===== src/rtl/xm23_mem_pkg.sv =====
// xm23_mem_pkg: shared types and constants for the data-memory arbiter.
package xm23_mem_pkg;
  localparam int ADDR_W_DEF = 15;
  localparam logic [1:0] LANE_LO   = 2'b01;
  localparam logic [1:0] LANE_HI   = 2'b10;
  localparam logic [1:0] LANE_BOTH = 2'b11;
  typedef enum logic [2:0] {IDLE, ISSUE, CAPTURE, ACK, WAIT_DROP} state_t;
  typedef enum logic {REQ_CPU, REQ_DBG} req_id_t;
  typedef struct packed {
    req_id_t id;
    logic    we;
    logic    bsel;
    logic    lsb;
    logic    err;
  } txn_t;
endpackage


===== src/rtl/dmem_lane_steer.sv =====
// dmem_lane_steer: byte-lane steering between a 16-bit port and the 16-bit RAM word.
module dmem_lane_steer
  import xm23_mem_pkg::*;
(
  input  logic        bsel,
  input  logic        lsb,
  input  logic [15:0] wdata,
  input  logic [15:0] q,
  output logic [15:0] wr_data,
  output logic [1:0]  byteena,
  output logic [15:0] rd_data
);
  always_comb begin
    wr_data = bsel ? {2{wdata[7:0]}} : wdata;
    byteena = !bsel ? LANE_BOTH : lsb ? LANE_HI : LANE_LO;
    rd_data = !bsel ? q : {8'h00, lsb ? q[15:8] : q[7:0]};
  end
endmodule


===== src/rtl/dmem_arbiter.sv =====
// dmem_arbiter: arbitrates CPU and debug ports onto the single-port data RAM,
// with a starvation guard that lets a waiting debug request in after STARVE_LIMIT CPU grants.
module dmem_arbiter
  import xm23_mem_pkg::*;
#(
  parameter int ADDR_W       = ADDR_W_DEF,
  parameter int STARVE_LIMIT = 4
) (
  input  logic              clk_in,
  input  logic              reset,
  input  logic              cpu_req,
  input  logic              cpu_we,
  input  logic              cpu_byte,
  input  logic [15:0]       cpu_addr,
  input  logic [15:0]       cpu_wdata,
  output logic              cpu_ack,
  output logic [15:0]       cpu_rdata,
  output logic              cpu_err,
  input  logic              dbg_req,
  input  logic              dbg_we,
  input  logic [15:0]       dbg_addr,
  input  logic [15:0]       dbg_wdata,
  output logic              dbg_ack,
  output logic [15:0]       dbg_rdata,
  output logic [ADDR_W-1:0] ram_addr,
  output logic [15:0]       ram_data,
  output logic              ram_wren,
  output logic [1:0]        ram_byteena,
  input  logic [15:0]       ram_q,
  output logic              busy
);
  localparam int SW = $clog2(STARVE_LIMIT + 1);
  localparam logic [SW-1:0] LIMIT = SW'(STARVE_LIMIT);
  state_t        state, next_state;
  txn_t          txn, cand;
  logic [SW-1:0] streak;
  logic [15:0]   c_addr, c_wdata, st_wdata, st_rdata;
  logic [1:0]    st_be;
  logic          cpu_win, grant, win_req;
  always_comb begin
    cpu_win   = cpu_req && !(dbg_req && streak == LIMIT);
    grant     = state == IDLE && (cpu_req || dbg_req);
    win_req   = txn.id == REQ_CPU ? cpu_req : dbg_req;
    c_addr    = cpu_win ? cpu_addr : dbg_addr & 16'hFFFE;
    c_wdata   = cpu_win ? cpu_wdata : dbg_wdata;
    cand.id   = cpu_win ? REQ_CPU : REQ_DBG;
    cand.we   = cpu_win ? cpu_we : dbg_we;
    cand.bsel = cpu_win && cpu_byte;
    cand.lsb  = c_addr[0];
    cand.err  = cpu_win && !cpu_byte && cpu_addr[0];
  end
  always_comb begin
    next_state = state;
    case (state)
      IDLE:      if (cpu_req || dbg_req) next_state = cand.err ? ACK : ISSUE;
      ISSUE:     next_state = txn.we ? ACK : CAPTURE;
      CAPTURE:   next_state = ACK;
      ACK:       next_state = WAIT_DROP;
      WAIT_DROP: if (!win_req) next_state = IDLE;
      default:   next_state = IDLE;
    endcase
  end
  always_ff @(posedge clk_in or posedge reset)
    if (reset) state <= IDLE;
    else state <= next_state;
  // Steering sees the candidate while idle and the latched transaction afterwards.
  dmem_lane_steer u_steer (
    .bsel    (state == IDLE ? cand.bsel : txn.bsel),
    .lsb     (state == IDLE ? cand.lsb : txn.lsb),
    .wdata   (c_wdata),
    .q       (ram_q),
    .wr_data (st_wdata),
    .byteena (st_be),
    .rd_data (st_rdata)
  );
  always_ff @(posedge clk_in or posedge reset)
    if (reset) begin
      txn         <= '0;
      streak      <= '0;
      busy        <= 1'b0;
      cpu_ack     <= 1'b0;
      dbg_ack     <= 1'b0;
      cpu_err     <= 1'b0;
      ram_wren    <= 1'b0;
      ram_byteena <= '0;
      ram_addr    <= '0;
      ram_data    <= '0;
      cpu_rdata   <= '0;
      dbg_rdata   <= '0;
    end else begin
      busy     <= next_state != IDLE;
      cpu_ack  <= next_state == WAIT_DROP && txn.id == REQ_CPU;
      dbg_ack  <= next_state == WAIT_DROP && txn.id == REQ_DBG;
      cpu_err  <= next_state == WAIT_DROP && txn.id == REQ_CPU && txn.err;
      ram_wren <= grant && cand.we && !cand.err;
      // cpu_win is false once streak hits LIMIT with debug waiting, so this saturates
      if (state == IDLE) streak <= dbg_req && cpu_win ? streak + SW'(1) : '0;
      if (grant) begin
        txn         <= cand;
        ram_addr    <= ADDR_W'(c_addr[15:1]);
        ram_data    <= st_wdata;
        ram_byteena <= st_be;
        if (cand.err) cpu_rdata <= '0;
      end
      if (state == CAPTURE && txn.id == REQ_CPU) cpu_rdata <= st_rdata;
      if (state == CAPTURE && txn.id == REQ_DBG) dbg_rdata <= st_rdata;
    end
endmodule


===== config.mk =====
export PLATFORM = sky130hd
export DESIGN_NAME = dmem_arbiter
export DESIGN_NICKNAME = d
export VERILOG_FILES = /design/src/rtl/xm23_mem_pkg.sv /design/src/rtl/dmem_lane_steer.sv /design/src/rtl/dmem_arbiter.sv
export SDC_FILE = /design/constraint.sdc
export NUM_CORES = 1
export LEC_CHECK = 0
export BUFFER_PORTS_ARGS = -buffer_cell sky130_fd_sc_hd__buf_2
export CAP_MARGIN = 20
export CORE_ASPECT_RATIO = 0.9
export CORE_MARGIN = 2
export CORE_UTILIZATION = 51
export CTS_CLUSTER_DIAMETER = 30
export CTS_CLUSTER_SIZE = 30
export DETAILED_ROUTE_END_ITERATION = 7
export PLACE_DENSITY = 0.84
export SLEW_MARGIN = 10
export SYNTH_ARGS = -nofsm -noshare
export SYNTH_HDL_FRONTEND = slang
export SYNTH_SLANG_ARGS = --single-unit

===== constraint.sdc =====
create_clock -name clk_in -period 3.6 [get_ports clk_in]
set_clock_uncertainty 0.2 [all_clocks]
set_input_delay 0 -clock clk_in [delete_from_list [all_inputs] [get_ports clk_in]]
set_output_delay 0 -clock clk_in [all_outputs]
set_load 0.005 [all_outputs]

==> results.md <==
* Total number of vias at roughly 4,200
* Max H-tree Level at 3
* Number of nets in the layout at around 700
* DIE AREA at 8200 um^2
* Avg WL per Cell at roughly 18 um
* Count of endpoints failing setup in the final report at 0
* Number of buffers added on ports at about 160
* Post-synthesis async set-or-reset flop share at 1.00
* Final Power at between 4 and 5 mW
* Sequential-to-total area share from yosys stat at 0.530
* Area inside the core boundary at ~7000 um^2
* Max-slew headroom at 0.406
* Number of standard cells in the layout, taps in and fillers out at around 710
* Remaining DRCs at 0
* Worst slew pin tran at 0.889 ns
* Portion of the clock cycle consumed by the worst path in the final layout at 0.883
* GRT overflow at 0
* Final design utilization at 0.807
* Crit Path Max Fanout at 27
* Clock Tree Root: sky130_fd_sc_hd__clkbuf_8
* Initial antenna violation count at 0
* Worst setup SP type: register
* Leakage Power at roughly 2.9 nW
* Warning count from the yosys run at 0
* Clock Tree Buf Depth at 2
* Share of final-layout standard cells stronger than drive strength 1 at 0.323
* Die height at ~86 um
* Most used DFF post-synth: sky130_fd_sc_hd__dfrtp_1
* Maximum vdd drop at 0.385 mV
* Skew-Pair Late Insertion Delay at 0.36 ns
* Post-Place Cells at between 500 and 600
* Sort of element at the end of the critical path: register
* Chip width at around 95 um
* Number of global-route vias before repair at about 4,300
* ANT nets after route at 0
* Buffers inserted during post-CTS setup optimization at 0
* Final Hold Violating Endpoints at 0
* Number of search-and-repair iterations in the first detailed-routing pass at 5
* Max-slew violations at 0
* Synthesized area divided by synthesized cell count at between 10 and 15 um^2
* Unrepaired setup endpoints after global routing: no
* Detailed-route wire length at approximately 13 mm
* Placed cell areas at roughly 4600 um^2
* Num Clock Sinks at 81
* Post-route cell area at about 5800 um^2
* Crit path DAT at approximately 3.2 ns
* CTS clk-pin slew, worst paths at approximately 0.08 ns
* Area fraction of the dominant cell type after synthesis at 0.530
* Worst hold path class: in2reg
* Number of CTS-inserted buffers at 9
* Num ports at ~160
* TritonCTS clock tree: built
* Register bit total from synthesis at between 80 and 90
* Largest net degree at the start of global routing at 58
* Netlist cell types at 41
* Area of the mapped netlist at about 3800 um^2
* Post-Synthesis Net Count at 464
* Max-cap violation count at 0
* Initial Utilization at 0.535
* Cell types with the largest area share after synthesis: sky130_fd_sc_hd__dfrtp_1 (53%), sky130_fd_sc_hd__nand2_1 (7.2%), sky130_fd_sc_hd__mux2i_1 (6.8%)
* Required time reported for the critical path endpoint at 3.64 ns
* PD cells at between 700 and 800 nW/um^2
* Area growth from synthesis to layout at 51.0%
* Routed vias/inst at around 5.9
* Total Negative Setup Slacks at 0 ns
* Number of placement rows at 29
* Max Freq at 0.315 GHz
* Antenna Cells at 0
* EDFF count, synth at 0
* Most area-hungry cell type in the Yosys netlist: sky130_fd_sc_hd__dfrtp_1
* Overall global routing resource usage at 0.332
* Crit path time final at ~3.2 ns
* Detailed-placement wirelength estimate at between 7 and 8 mm
* Setup Crit Path Kind: reg2reg
* Post-Syn Instances at around 380
* First-pass GRT wire length at between 20 and 25 mm
* Result of the run: complete, no violations
* Routability Congestion at between 0.8 and 0.9
* Starting DRC count in detailed routing at 288
synthesized netlist by cell type (2+ instances only):
cell type and n:
sky130_fd_sc_hd__o21ai_0 38, sky130_fd_sc_hd__o211ai_1 14, sky130_fd_sc_hd__dfrtp_1 81, sky130_fd_sc_hd__buf_2 10, sky130_fd_sc_hd__a31o_2 8, sky130_fd_sc_hd__mux2i_1 26, sky130_fd_sc_hd__and2_1 4, sky130_fd_sc_hd__a22o_1 17
sky130_fd_sc_hd__o21ai_2 2, sky130_fd_sc_hd__nor2_1 5, sky130_fd_sc_hd__a21oi_1 10, sky130_fd_sc_hd__ha_1 2, sky130_fd_sc_hd__a31oi_1 2, sky130_fd_sc_hd__buf_4 4, sky130_fd_sc_hd__clkbuf_1 13, sky130_fd_sc_hd__inv_1 6
sky130_fd_sc_hd__nand4_1 15, sky130_fd_sc_hd__a21oi_2 2, sky130_fd_sc_hd__and3_1 3, sky130_fd_sc_hd__nand2_1 73, sky130_fd_sc_hd__nand3_2 2, sky130_fd_sc_hd__nand3_1 18, sky130_fd_sc_hd__or3_1 2
state kept, by name (all words and copies together), names as in the netlist:
| signal | cells |
|---|---|
| busy | 1 |
| ram_addr | 15 |
| streak | 3 |
| dbg_rdata | 16 |
| dbg_ack | 1 |
| ram_wren | 1 |
| cpu_err | 1 |
| ram_data | 16 |
| txn | 5 |
| state | 3 |
| cpu_rdata | 16 |
| cpu_ack | 1 |
| ram_byteena | 2 |
power breakdown:
part | switching (mW) | total (mW) | internal [mW]
sequential | 0.300 | 1.62 | 1.32
clock | 0.371 | 0.775 | 0.404
combinational | 0.960 | 1.79 | 0.827
metal layers:
metal,wire length (um),up-vias,share of wire,global-route usage
met4,551,0,0.042,0.165
met1,4680,2001,0.36,0.378
li1,-,1816,-,-
met3,1110,58,0.085,0.0782
met2,6700,297,0.51,0.581
met5,0,-,0,0
worst paths after layout:
| kind | start | end | slack [ns] | depth (start not counted) |
|---|---|---|---|---|
| worst max register to register | streak[0] | ram_data[2] | 0.42 | 8 |
| max in group asynchronous | reset | streak[2] | 2.15 | 4 |
| min in group asynchronous | reset | cpu_rdata[1] | 0.16 | 3 |
| worst min register to register | txn[0] | txn[0] | 0.29 | 2 |
| worst max-delay path | streak[0] | ram_data[2] | 0.42 | 8 |
| worst min-delay path | cpu_byte | txn[0] | 0.08 | 4 |
worst max-delay path, stage by stage (launching register included):
cell and delay (ns):
sky130_fd_sc_hd__dfrtp_1 0.41, sky130_fd_sc_hd__inv_1 0.08, sky130_fd_sc_hd__ha_1 0.16, sky130_fd_sc_hd__nand3_2 0.31
sky130_fd_sc_hd__nand2_8 0.40, sky130_fd_sc_hd__mux2i_1 0.24, sky130_fd_sc_hd__dlygate4sd3_1 0.57, sky130_fd_sc_hd__o21ai_0 0.09
sky130_fd_sc_hd__dlygate4sd3_1 0.59
logic make-up (layout without fill, tap and decap cells):
family	count (synthesis)	in the layout	share of synthesized area
and+or+nand+nor	133	133	0.179
AOI/OAI and AO/OA	96	96	0.165
DFF	81	81	0.530
buffers and inverters	34	272	0.0426
muxes	28	28	0.0740
adders and majority gates	2	2	0.00655
xor gates and xnor gates	1	1	0.00229
placed cells by master, fill, tap and decap left out, types with 4 or more instances in the layout:
master	n
sky130_fd_sc_hd__inv_1	5
sky130_fd_sc_hd__dfrtp_1	81
sky130_fd_sc_hd__a21oi_1	10
sky130_fd_sc_hd__nand3_1	17
sky130_fd_sc_hd__buf_2	155
sky130_fd_sc_hd__mux2i_1	26
sky130_fd_sc_hd__dlygate4sd3_1	92
sky130_fd_sc_hd__o211ai_1	14
sky130_fd_sc_hd__a22o_1	17
sky130_fd_sc_hd__o21ai_0	38
sky130_fd_sc_hd__nand2_1	73
sky130_fd_sc_hd__nand4_1	15
sky130_fd_sc_hd__clkbuf_8	9
sky130_fd_sc_hd__a31o_2	8
sky130_fd_sc_hd__and2_1	4
sky130_fd_sc_hd__nor2_1	5
metrics by stage:
step | hold WS, ns | setup slack [ns]
5_1_grt | 0.129 | 0.289
4_1_cts | 0.0720 | 0.227
3_3_place_gp | 0.00719 | 1.04
3_5_place_dp | 0.0193 | 0.925
2_1_floorplan | -0.0693 | 1.32
6_report | 0.0811 | 0.422
final cells by class:
cell class,instances,area [um^2]
clock buffers,9,124
fillers,393,1380
repair buffers,250,1720
multi-input cells,260,1650
flip-flops and latches,81,2030
inverters,6,23.8
well taps,93,116
clock inverters,7,106
repair_timing:
item / 4_1_cts / 5_1_grt
setup endpoints to repair: 0 / 2
hold endpoints to repair: 128 / 0
hold buffers: 92 / 0
gates resized for setup: 0 / 2
Power figures use the tool's default switching activity.
